[config.mk]
export PLATFORM = sky130hd
export DESIGN_NAME = hdlc_tx_sched_flat
export DESIGN_NICKNAME = d
export VERILOG_FILES = /design/src/rtl/hdlc_tx_sched_if.sv /design/src/rtl/hdlc_tx_sched.sv /design/src/flat_wrapper.sv
export SDC_FILE = /design/constraint.sdc
export NUM_CORES = 1
export LEC_CHECK = 0
export CAP_MARGIN = 15
export CORE_ASPECT_RATIO = 0.6
export CORE_MARGIN = 2
export CORE_UTILIZATION = 40
export CTS_BUF_LIST = sky130_fd_sc_hd__clkbuf_4 sky130_fd_sc_hd__clkbuf_8 sky130_fd_sc_hd__clkbuf_16
export DETAILED_ROUTE_END_ITERATION = 8
export GPL_ROUTABILITY_DRIVEN = 0
export HOLD_SLACK_MARGIN = 0.1
export PLACE_DENSITY_LB_ADDON = 0.1
export SETUP_SLACK_MARGIN = 0.3
export SLEW_MARGIN = 10
export SYNTH_ARGS = -nofsm -noshare
export SYNTH_HDL_FRONTEND = slang
export SYNTH_SLANG_ARGS = --single-unit
[constraint.sdc]
create_clock -name Clk -period 2.83 [get_ports Clk]
set_clock_uncertainty 0.15 [all_clocks]
set_input_delay 0.4245 -clock Clk [delete_from_list [all_inputs] [get_ports Clk]]
set_output_delay 0.4245 -clock Clk [all_outputs]
set_load 0.05 [all_outputs]
[src/rtl/hdlc_tx_sched_if.sv]
// Handshake/bus bundle between the HDLC transmit scheduler and its frame source.
// The master drives frame requests and buffer data; the slave (scheduler) drives the serial line.
interface hdlc_tx_sched_if;
    logic       Tx_Enable;
    logic [7:0] Tx_FrameSize;
    logic       Tx_AbortFrame;
    logic [7:0] Tx_Data;
    logic       Tx_RdBuff;
    logic       Tx;
    logic       Tx_ValidFrame;
    logic       Tx_AbortedTrans;
    logic       Tx_Done;

    modport master (
        output Tx_Enable, Tx_FrameSize, Tx_AbortFrame, Tx_Data,
        input  Tx_RdBuff, Tx, Tx_ValidFrame, Tx_AbortedTrans, Tx_Done
    );

    modport slave (
        input  Tx_Enable, Tx_FrameSize, Tx_AbortFrame, Tx_Data,
        output Tx_RdBuff, Tx, Tx_ValidFrame, Tx_AbortedTrans, Tx_Done
    );
endinterface

[src/rtl/hdlc_tx_sched.sv]
// HDLC transmit scheduler: start flag, LSB-first bit-stuffed data, end flag, one bit per clock.
// Define HDLC_TX_ABORT_EN to build the ABORT state; otherwise Tx_AbortFrame is ignored.
module hdlc_tx_sched (
    input  logic           Clk,
    input  logic           Rst,
    hdlc_tx_sched_if.slave bus
);
    typedef enum logic [2:0] {
        IDLE       = 3'd0,
        START_FLAG = 3'd1,
        DATA       = 3'd2,
        END_FLAG   = 3'd3
`ifdef HDLC_TX_ABORT_EN
        ,
        ABORT      = 3'd4
`endif
    } state_t;

    function automatic logic flag_bit(input logic [2:0] idx);
        return (idx != 3'd0) && (idx != 3'd7);
    endfunction

`ifdef HDLC_TX_ABORT_EN
    function automatic logic abort_bit(input logic [2:0] idx);
        return idx != 3'd0;
    endfunction
`endif

    state_t     state_q, state_d;
    logic [2:0] bit_q, bit_d;
    logic [2:0] ones_q, ones_d;
    logic       stuff_q, stuff_d;
    logic [7:0] byte_q, byte_d;
    logic [6:0] cnt_q, cnt_d;
    logic [6:0] size_q, size_d;
    logic       tx_q, tx_d;
    logic       rd_q, rd_d;
    logic       valid_q, valid_d;
    logic       done_q, done_d;
`ifdef HDLC_TX_ABORT_EN
    logic       abrt_q, abrt_d;
`endif

    logic [2:0] nxt_idx_s;
    logic [7:0] next_byte_s;
    logic       last_s;
    logic       size_ok_s;

    // The buffer answers a pop with data that is sampled on the edge closing the pop cycle.
    assign nxt_idx_s   = bit_q + 3'd1;
    assign next_byte_s = rd_q ? bus.Tx_Data : byte_q;
    assign last_s      = (cnt_q == size_q);
    assign size_ok_s   = (bus.Tx_FrameSize != 8'd0) && (bus.Tx_FrameSize <= 8'd126);

    // Next-state and next-output logic; registers describe the bit currently on Tx.
    always_comb begin
        state_d = state_q;
        bit_d   = bit_q;
        ones_d  = ones_q;
        stuff_d = 1'b0;
        byte_d  = next_byte_s;
        cnt_d   = cnt_q;
        size_d  = size_q;
        tx_d    = 1'b1;
        rd_d    = 1'b0;
        done_d  = 1'b0;
        valid_d = 1'b0;
`ifdef HDLC_TX_ABORT_EN
        abrt_d  = 1'b0;
`endif
        case (state_q)
            IDLE: begin
                if (bus.Tx_Enable && size_ok_s) begin
                    state_d = START_FLAG;
                    bit_d   = 3'd0;
                    tx_d    = 1'b0;
                    size_d  = bus.Tx_FrameSize[6:0];
                    cnt_d   = 7'd0;
                    ones_d  = 3'd0;
                end else begin
                    state_d = IDLE;
                end
            end
            START_FLAG: begin
                if (bit_q == 3'd7) begin
                    state_d = DATA;
                    bit_d   = 3'd0;
                    cnt_d   = 7'd1;
                    tx_d    = next_byte_s[0];
                    ones_d  = {2'b00, next_byte_s[0]};
                end else begin
                    bit_d = nxt_idx_s;
                    tx_d  = flag_bit(nxt_idx_s);
                    rd_d  = (nxt_idx_s == 3'd7);
                end
            end
            DATA: begin
                // A stuffed zero holds the bit index; the ones run restarts after it.
                if (!stuff_q && (ones_q == 3'd5)) begin
                    stuff_d = 1'b1;
                    tx_d    = 1'b0;
                    ones_d  = 3'd0;
                end else if (bit_q == 3'd7) begin
                    if (last_s) begin
                        state_d = END_FLAG;
                        bit_d   = 3'd0;
                        tx_d    = 1'b0;
                        ones_d  = 3'd0;
                    end else begin
                        bit_d  = 3'd0;
                        cnt_d  = cnt_q + 7'd1;
                        tx_d   = next_byte_s[0];
                        ones_d = next_byte_s[0] ? (ones_q + 3'd1) : 3'd0;
                    end
                end else begin
                    bit_d  = nxt_idx_s;
                    tx_d   = byte_q[nxt_idx_s];
                    ones_d = byte_q[nxt_idx_s] ? (ones_q + 3'd1) : 3'd0;
                    rd_d   = (nxt_idx_s == 3'd7) && !last_s;
                end
            end
            END_FLAG: begin
                if (bit_q == 3'd7) begin
                    state_d = IDLE;
                    bit_d   = 3'd0;
                    done_d  = 1'b1;
                end else begin
                    bit_d = nxt_idx_s;
                    tx_d  = flag_bit(nxt_idx_s);
                end
            end
`ifdef HDLC_TX_ABORT_EN
            ABORT: begin
                if (bit_q == 3'd7) begin
                    state_d = IDLE;
                    bit_d   = 3'd0;
                    abrt_d  = 1'b1;
                end else begin
                    bit_d = nxt_idx_s;
                    tx_d  = abort_bit(nxt_idx_s);
                end
            end
`endif
            default: begin
                state_d = IDLE;
                bit_d   = 3'd0;
            end
        endcase
`ifdef HDLC_TX_ABORT_EN
        if (bus.Tx_AbortFrame && ((state_q == START_FLAG) || (state_q == DATA))) begin
            state_d = ABORT;
            bit_d   = 3'd0;
            tx_d    = 1'b0;
            rd_d    = 1'b0;
            stuff_d = 1'b0;
            ones_d  = 3'd0;
            valid_d = 1'b0;
        end else begin
            valid_d = (state_d == START_FLAG) || (state_d == DATA) || (state_d == END_FLAG);
        end
`else
        valid_d = (state_d == START_FLAG) || (state_d == DATA) || (state_d == END_FLAG);
`endif
    end

    // State and registered-output update with asynchronous reset to the idle line.
    always_ff @(posedge Clk or posedge Rst) begin
        if (Rst) begin
            state_q <= IDLE;
            bit_q   <= 3'd0;
            ones_q  <= 3'd0;
            stuff_q <= 1'b0;
            byte_q  <= 8'd0;
            cnt_q   <= 7'd0;
            size_q  <= 7'd0;
            tx_q    <= 1'b1;
            rd_q    <= 1'b0;
            valid_q <= 1'b0;
            done_q  <= 1'b0;
`ifdef HDLC_TX_ABORT_EN
            abrt_q  <= 1'b0;
`endif
        end else begin
            state_q <= state_d;
            bit_q   <= bit_d;
            ones_q  <= ones_d;
            stuff_q <= stuff_d;
            byte_q  <= byte_d;
            cnt_q   <= cnt_d;
            size_q  <= size_d;
            tx_q    <= tx_d;
            rd_q    <= rd_d;
            valid_q <= valid_d;
            done_q  <= done_d;
`ifdef HDLC_TX_ABORT_EN
            abrt_q  <= abrt_d;
`endif
        end
    end

    assign bus.Tx            = tx_q;
    assign bus.Tx_RdBuff     = rd_q;
    assign bus.Tx_ValidFrame = valid_q;
    assign bus.Tx_Done       = done_q;
`ifdef HDLC_TX_ABORT_EN
    assign bus.Tx_AbortedTrans = abrt_q;
`else
    assign bus.Tx_AbortedTrans = 1'b0;
`endif
endmodule
[src/flat_wrapper.sv]
// flat-port wrapper written by rule: the top's interface ports become plain ports
module hdlc_tx_sched_flat 
  (Clk, Rst, bus_Tx_Enable, bus_Tx_FrameSize, bus_Tx_AbortFrame, bus_Tx_Data, bus_Tx_RdBuff, bus_Tx, bus_Tx_ValidFrame, bus_Tx_AbortedTrans, bus_Tx_Done);
  hdlc_tx_sched_if bus_i ();
  input  logic Clk;
  input  logic Rst;
  input wire logic [$bits(bus_i.Tx_Enable)-1:0] bus_Tx_Enable;
  input wire logic [$bits(bus_i.Tx_FrameSize)-1:0] bus_Tx_FrameSize;
  input wire logic [$bits(bus_i.Tx_AbortFrame)-1:0] bus_Tx_AbortFrame;
  input wire logic [$bits(bus_i.Tx_Data)-1:0] bus_Tx_Data;
  output wire logic [$bits(bus_i.Tx_RdBuff)-1:0] bus_Tx_RdBuff;
  output wire logic [$bits(bus_i.Tx)-1:0] bus_Tx;
  output wire logic [$bits(bus_i.Tx_ValidFrame)-1:0] bus_Tx_ValidFrame;
  output wire logic [$bits(bus_i.Tx_AbortedTrans)-1:0] bus_Tx_AbortedTrans;
  output wire logic [$bits(bus_i.Tx_Done)-1:0] bus_Tx_Done;
  assign bus_i.Tx_Enable = bus_Tx_Enable;
  assign bus_i.Tx_FrameSize = bus_Tx_FrameSize;
  assign bus_i.Tx_AbortFrame = bus_Tx_AbortFrame;
  assign bus_i.Tx_Data = bus_Tx_Data;
  assign bus_Tx_RdBuff = bus_i.Tx_RdBuff;
  assign bus_Tx = bus_i.Tx;
  assign bus_Tx_ValidFrame = bus_i.Tx_ValidFrame;
  assign bus_Tx_AbortedTrans = bus_i.Tx_AbortedTrans;
  assign bus_Tx_Done = bus_i.Tx_Done;
  hdlc_tx_sched u_core (.Clk(Clk), .Rst(Rst), .bus(bus_i));
endmodule
==> results.cfg, run 1 <==
[status]
status = finished clean

[power_and_ir_drop]
max-vdd-ir-drop_v = 0.000224
p_leak_uw = 0.00103
total_power_uw = 1160
p_sw_uw = 317
power_density_nw_per_um2 = 473
power_frac_clock_pct = 32.7
power_frac_comb_pct = 16.9
p_sw_share_pct = 27.2
power.internal_uw = 847
seq_power_share_pct = 50.4

[routing]
wl_per_cell_um = 16.4
first_pass_iters = 4
drt_iter0_drc = 93
routed_wl_um = 4530
vias = 1499
viasPerCell = 5.41
ant_nets = 0
drc_errors = 0

[sta]
fin_ws_ns = 0.434
fmaxAchievable_mhz = 417
rsz0062_at_grt = no
fin_tns_setup_ns = 0
setup_viol_count_final = 0
worst_slew_pin_slew_ns = 0.588
hold_viol_final = 0
slew_headroom_pct = 60.7
period_minus_slack_ns = 2.40
fin_crit_sh_pct = 84.7
slew_violations = 0

[synth]
avgSynthCellArea_um2 = 11.2
yosysUniqueCellTypes = 59
synth_area_um2 = 2060
yosys-top-cells-count = dfrtp_1 (35), mux2_2 (16), nand2_1 (11)
yosysMostFrequentCell = dfrtp_1
ys.flop_type = dfrtp_1
ys_seq_area_share_pct = 43.9
synth_edf_count = 0
yosys.area.top_type_share_pct = 42.6
synth_top_area_cell = dfrtp_1
yosys_register_bits = 36
syn_inst = 183
synthArstFlopShare_pct = 100
synthTopCellsByArea = dfrtp_1 (43%), mux2_2 (8.8%), ha_1 (4.3%)
synth_warnings = 0

[critical_path]
r2r_slack_ns = 0.43
path_max_fanout = 7
r2r_end = u_core.ones_q[2]
worstPathArrival_ns = 2.40
worst_setup_path_start_kind = flip-flop
crit_type = flip-flop to flip-flop
r2r_start = u_core.bit_q[0]
endpoint_kind = flip-flop
r2r_cells = 7
cp.required_ns = 2.83
worstPathCellList = ha_1 > ha_2 > mux2_2 > o22ai_1 > a311oi_2 > o21ai_2 > o221ai_1
slowest_stage = dfrtp_2
crit_path_max_incr_delay_ns = 0.46

[worst_hold_path]
hp-class = flip-flop to flip-flop
hold_path_startpoint = u_core.state_q[2]
hold_path_end = u_core.stuff_q
hold-path-cell-count = 1

[clock_tree]
clk_latency_ns = 0.29
cts_buffer_depth = 2
numCtsBuffers = 5
cts_sinks = 36
clk_pin_slew_worst_paths_ns = 0.07
htree_levels = 2
root_buffer = clkbuf_8
tritoncts = yes

[finish]
layout.nets = 237
fin_area_um2 = 2460
nFillCells = 448
drive_gt1_share_pct = 23.7
area_growth_pct = 19.6
diodes = 0
utilization_pct = 49.1

[global_route]
grt_pass1_wl_um = 7730
grt.overflow.total = 0
grt_max_degree = 37
track_usage_pct = 18.2
grt_pass1_vias = 1461
antenna_found_initial = 0

[flow_run]
cap_viol_max_count = 0

[die]
row_count = 20
core_area_um2 = 5000
num_io_pins = 25
die_h_um = 59.5
start_util_pct = 41.1
fp.dieArea_um2 = 5750
fp.dieW_um = 96.6

[placement]
hpwl_um = 3540
place_area_um2 = 2350
port_buffers = 22
dp_worst_setup_slack_ns = 0.0686
[flip-flops by register name (all words and copies together) (netlist names)]
| register | flops |
|---|---|
| u_core.bus.Tx_RdBuff | 1 |
| u_core.byte_q | 8 |
| u_core.cnt_q | 7 |
| u_core.bus.Tx_ValidFrame | 1 |
| u_core.bit_q | 3 |
| u_core.stuff_q | 1 |
| u_core.size_q | 7 |
| u_core.bus.Tx | 1 |
| u_core.state_q | 3 |
| u_core.bus.Tx_Done | 1 |
| u_core.ones_q | 3 |
[worst max-delay path: cells and delay by family (launching register included)]
kind | cells | cell delay, ns
AO/OA/AOI/OAI | 4 | 0.67
adder cells (fa/ha/maj) | 2 | 0.62
flip-flops | 1 | 0.46
multiplexers | 1 | 0.36
[metal layers]
layer  wire (µm)  share of wire [%]  GRT usage [%]  vias up
met3         227                5.0           4.58        4
met4          31               0.68           4.83        0
li1            -                  -              -      727
met5           0                  0              0        -
met1        2440                 54           29.4      731
met2        1830                 40           23.5       37
[how the worst max path moves through the flow]
stage | from | end | slack (ns)
2_1_floorplan | u_core.bit_q[0] | u_core.ones_q[2] | 0.55
3_3_place_gp | bus_Tx_FrameSize[3] | u_core.cnt_q[5] | 0.14
3_5_place_dp | bus_Tx_FrameSize[3] | u_core.cnt_q[3] | 0.07
4_1_cts | u_core.bit_q[0] | u_core.ones_q[2] | 0.32
5_1_grt | u_core.bit_q[0] | u_core.ones_q[2] | 0.34
6_report | u_core.bit_q[0] | u_core.ones_q[2] | 0.43
[cell usage in the layout, fill, tap and decap left out, drive strengths merged, types with 8 or more instances in the layout]
cell | Yosys | layout
dfrtp | 35 | 35
clkdlybuf4s50 | 0 | 22
mux2 | 18 | 18
nand2 | 11 | 11
nand3 | 10 | 10
xnor2 | 8 | 8
mux2i | 8 | 8
[what timing repair did]
| item | in CTS | in global routing |
|---|---|---|
| setup endpoints to repair | 2 | 8 |
| gates cloned | 0 | 0 |
| hold buffers | 0 | 0 |
| setup buffers | 0 | 0 |
| gates resized for setup | 1 | 4 |
[layout make-up]
type	count	area (µm²)	share of cell area (%)
multi-input combinational	131	1080	44.0
sequential	36	903	36.7
timing repair buffer	29	273	11.1
clock buffer	6	82.6	3.36
tap	66	82.6	3.36
inverter	7	26.3	1.07
clock inverter	2	10.0	0.407
[metrics by stage]
step                      cells  hold slack [ns]
after global placement      269            0.321
after floorplan             184            0.306
after global routing        277            0.341
after CTS                   277            0.332
after detailed placement    269            0.322
final                       277            0.331
[cells by family after synthesis]
family | after synthesis | share of synthesized area, %
adders and majority gates | 7 | 4.26
DFF | 36 | 43.9
buffers and inverters | 17 | 4.44
xor gates and xnor gates | 8 | 3.41
muxes | 27 | 15.0
and+or+nand+nor | 58 | 17.6
AOI/OAI and AO/OA | 29 | 11.2
other | 1 | 0.182
[power by group through the flow]
stage | Combinational (µW) | Clock [µW] | Sequential [µW]
2_1_floorplan | 125 | 0 | 597
3_3_place_gp | 190 | 0 | 593
3_5_place_dp | 195 | 0 | 596
4_1_cts | 196 | 388 | 586
5_1_grt | 218 | 415 | 590
6_report | 196 | 381 | 587
Power figures use the tool's default switching activity.
==> run 2, diff against run 1 <==
- clock period: 2.83 -> 2.2 ns (I/O delays scaled with it)
==> run 2 against run 1 <==
Critical endpoint unchanged. Total power rose by 35%. Flip-flop and latch count stayed put. Critical path depth unchanged. Non-clock buffer count rose by 28. Die area stayed put. Cell area is 18% higher. Largest power group unchanged. Cell count up 10%. Fmax is 11% higher. Combinational power increased by 71%. Via count up 7.1%. Largest cell class unchanged.
==> results.cfg, run 2 (synthesis gave the netlist of run 1 again) <==
[clock_tree]
cts_buffer_depth = 2
cts_sinks = 36
tritoncts = yes
clk_pin_slew_worst_paths_ns = 0.07
clk_latency_ns = 0.28
htree_levels = 2
root_buffer = clkbuf_8
numCtsBuffers = 5
postCtsHoldBufs = 0

[sta]
slew_violations = 0
fin_tns_setup_ns = 0
fin_ws_ns = 0.0498
slew_headroom_pct = 64.6
fmaxAchievable_mhz = 465
period_minus_slack_ns = 2.15
worst_slew_pin_slew_ns = 0.524
hold_viol_final = 0
fin_crit_sh_pct = 97.7
rsz0062_at_grt = yes
setup_viol_count_final = 0

[routing]
first_pass_iters = 4
ant_nets = 0
drt_iter0_drc = 67
viasPerCell = 5.26
wl_per_cell_um = 16.4
drc_errors = 0
vias = 1605
routed_wl_um = 5010

[finish]
instances_no_fill = 305
layout_common_cells = dfrtp_1 (33), buf_4 (31), nand2_1 (11), clkdlybuf4s50_1 (11), nand3_1 (10)
top_regs = u_core.byte_q: 8 flops, u_core.cnt_q: 7 flops, u_core.size_q: 7 flops
drive_gt1_share_pct = 41.8
largest_reg_flops = 8
layout.nets = 265
diodes = 0
layout_commonest_cell = dfrtp_1
utilization_pct = 57.8
area_growth_pct = 40.7
regMostFlops = u_core.byte_q

[global_route]
grt_max_degree = 37
track_usage_pct = 19.7
grt_pass1_wl_um = 8310
antenna_found_initial = 0
grt_pass1_vias = 1656
grt.overflow.total = 0

[die]
row_count = 20
start_util_pct = 41.1
core_area_um2 = 5000
fp.dieW_um = 96.6
fp.dieArea_um2 = 5750
num_io_pins = 25
die_h_um = 59.5

[critical_path]
crit_type = flip-flop to flip-flop
endpoint_kind = flip-flop
r2r_end = u_core.ones_q[2]
worst_setup_path_start_kind = flip-flop
path_max_fanout = 3
r2r_start = u_core.bit_q[0]
crit_path_max_incr_delay_ns = 0.51
r2r_slack_ns = 0.05
cp_top_family = compound AO/OA/AOI/OAI gates
worstPathArrival_ns = 2.16
r2r_cells = 7
cp.required_ns = 2.21
cp_num_buf_inv = 1
slowest_stage = mux4_2
worstPathCellList = inv_2 > ha_4 > mux4_2 > o22ai_2 > a311oi_2 > o2111ai_1 > o221ai_2
cp.depth = 7

[power_and_ir_drop]
p_sw_share_pct = 27.3
p_sw_uw = 430
seq_power_share_pct = 48.2
power_density_nw_per_um2 = 544
p_leak_uw = 0.00127
power.internal_uw = 1140
max-vdd-ir-drop_v = 0.000295
power_frac_clock_pct = 30.5
power_frac_comb_pct = 21.3

[worst_hold_path]
hold_path_startpoint = bus_Tx_FrameSize[5]
hold_path_end = u_core.size_q[5]
hp-class = input pin to flip-flop
hold-path-cell-count = 3

[placement]
dp.cells = 288
dp_worst_setup_slack_ns = -0.260
port_buffers = 22
hpwl_um = 3670

[status]
status = finished clean

[flow_run]
cap_viol_max_count = 0
==> run 2: cell types whose count changed in the layout (fill, tap and decap cells not counted), moves of 3 or more <==
cell,delta
buf_4,+24
clkdlybuf4s50_1,-11
mux2_4,+8
mux2_2,-7
buf_6,+5
dlygate4sd2_1,+5
ha_4,+4
ha_1,-3
==> run 2: final cells by class <==
type | count | area, µm²
timing repair buffer | 57 | 495
tap | 66 | 82.6
inverter | 7 | 26.3
sequential | 36 | 905
clock buffer | 6 | 82.6
multi-input combinational | 131 | 1290
fill | 419 | 2110
clock inverter | 2 | 10.0
==> run 2: worst min-delay path, stage by stage <==
cell    delay, ns
buf_6        0.07
buf_4        0.09
mux2_4       0.13
==> run 2: how the worst max path moves through the flow <==
stage	from	slack, ns	endpoint
2_1_floorplan	u_core.bit_q[1]	0.06	u_core.ones_q[2]
3_3_place_gp	bus_Tx_FrameSize[3]	-0.25	u_core.bit_q[1]
3_5_place_dp	bus_Tx_FrameSize[3]	-0.26	u_core.cnt_q[0]
4_1_cts	u_core.bit_q[0]	0.04	u_core.ones_q[2]
5_1_grt	u_core.bit_q[0]	-0.06	u_core.ones_q[2]
6_report	u_core.bit_q[0]	0.05	u_core.ones_q[2]
==> run 2: repair_timing <==
item                                    in CTS  in global routing
resized for setup                           46                  8
buffers inserted                             6                  3
endpoints found under the setup margin      25                 23
pin swaps                                   15                  6
==> run 2: power groups by stage <==
stage	logic, µW	registers (µW)	clock network [µW]
finish	335	758	480
global route	362	764	520
CTS	326	758	491
detailed placement	303	767	0
global placement	299	766	0
floorplan	188	770	0
==> run 2: routing by layer <==
metal / part of all wire, % / routed length, µm / vias to the layer above / global-route usage (%)
li1: - / - / 782 / -
met1: 54 / 2720 / 790 / 31.2
met2: 41 / 2060 / 31 / 26.4
met3: 3.9 / 198 / 2 / 4.71
met4: 0.56 / 28 / 0 / 5.63
met5: 0 / 0 / - / 0
==> run 2: per-stage QoR <==
| step | power [µW] | hold WS, ns | cell area [µm²] |
|---|---|---|---|
| floorplan | 958 | 0.325 | 2160 |
| global placement | 1060 | 0.337 | 2590 |
| detailed placement | 1070 | 0.345 | 2590 |
| CTS | 1580 | 0.224 | 2830 |
| global route | 1650 | 0.218 | 2890 |
| finish | 1570 | 0.226 | 2890 |
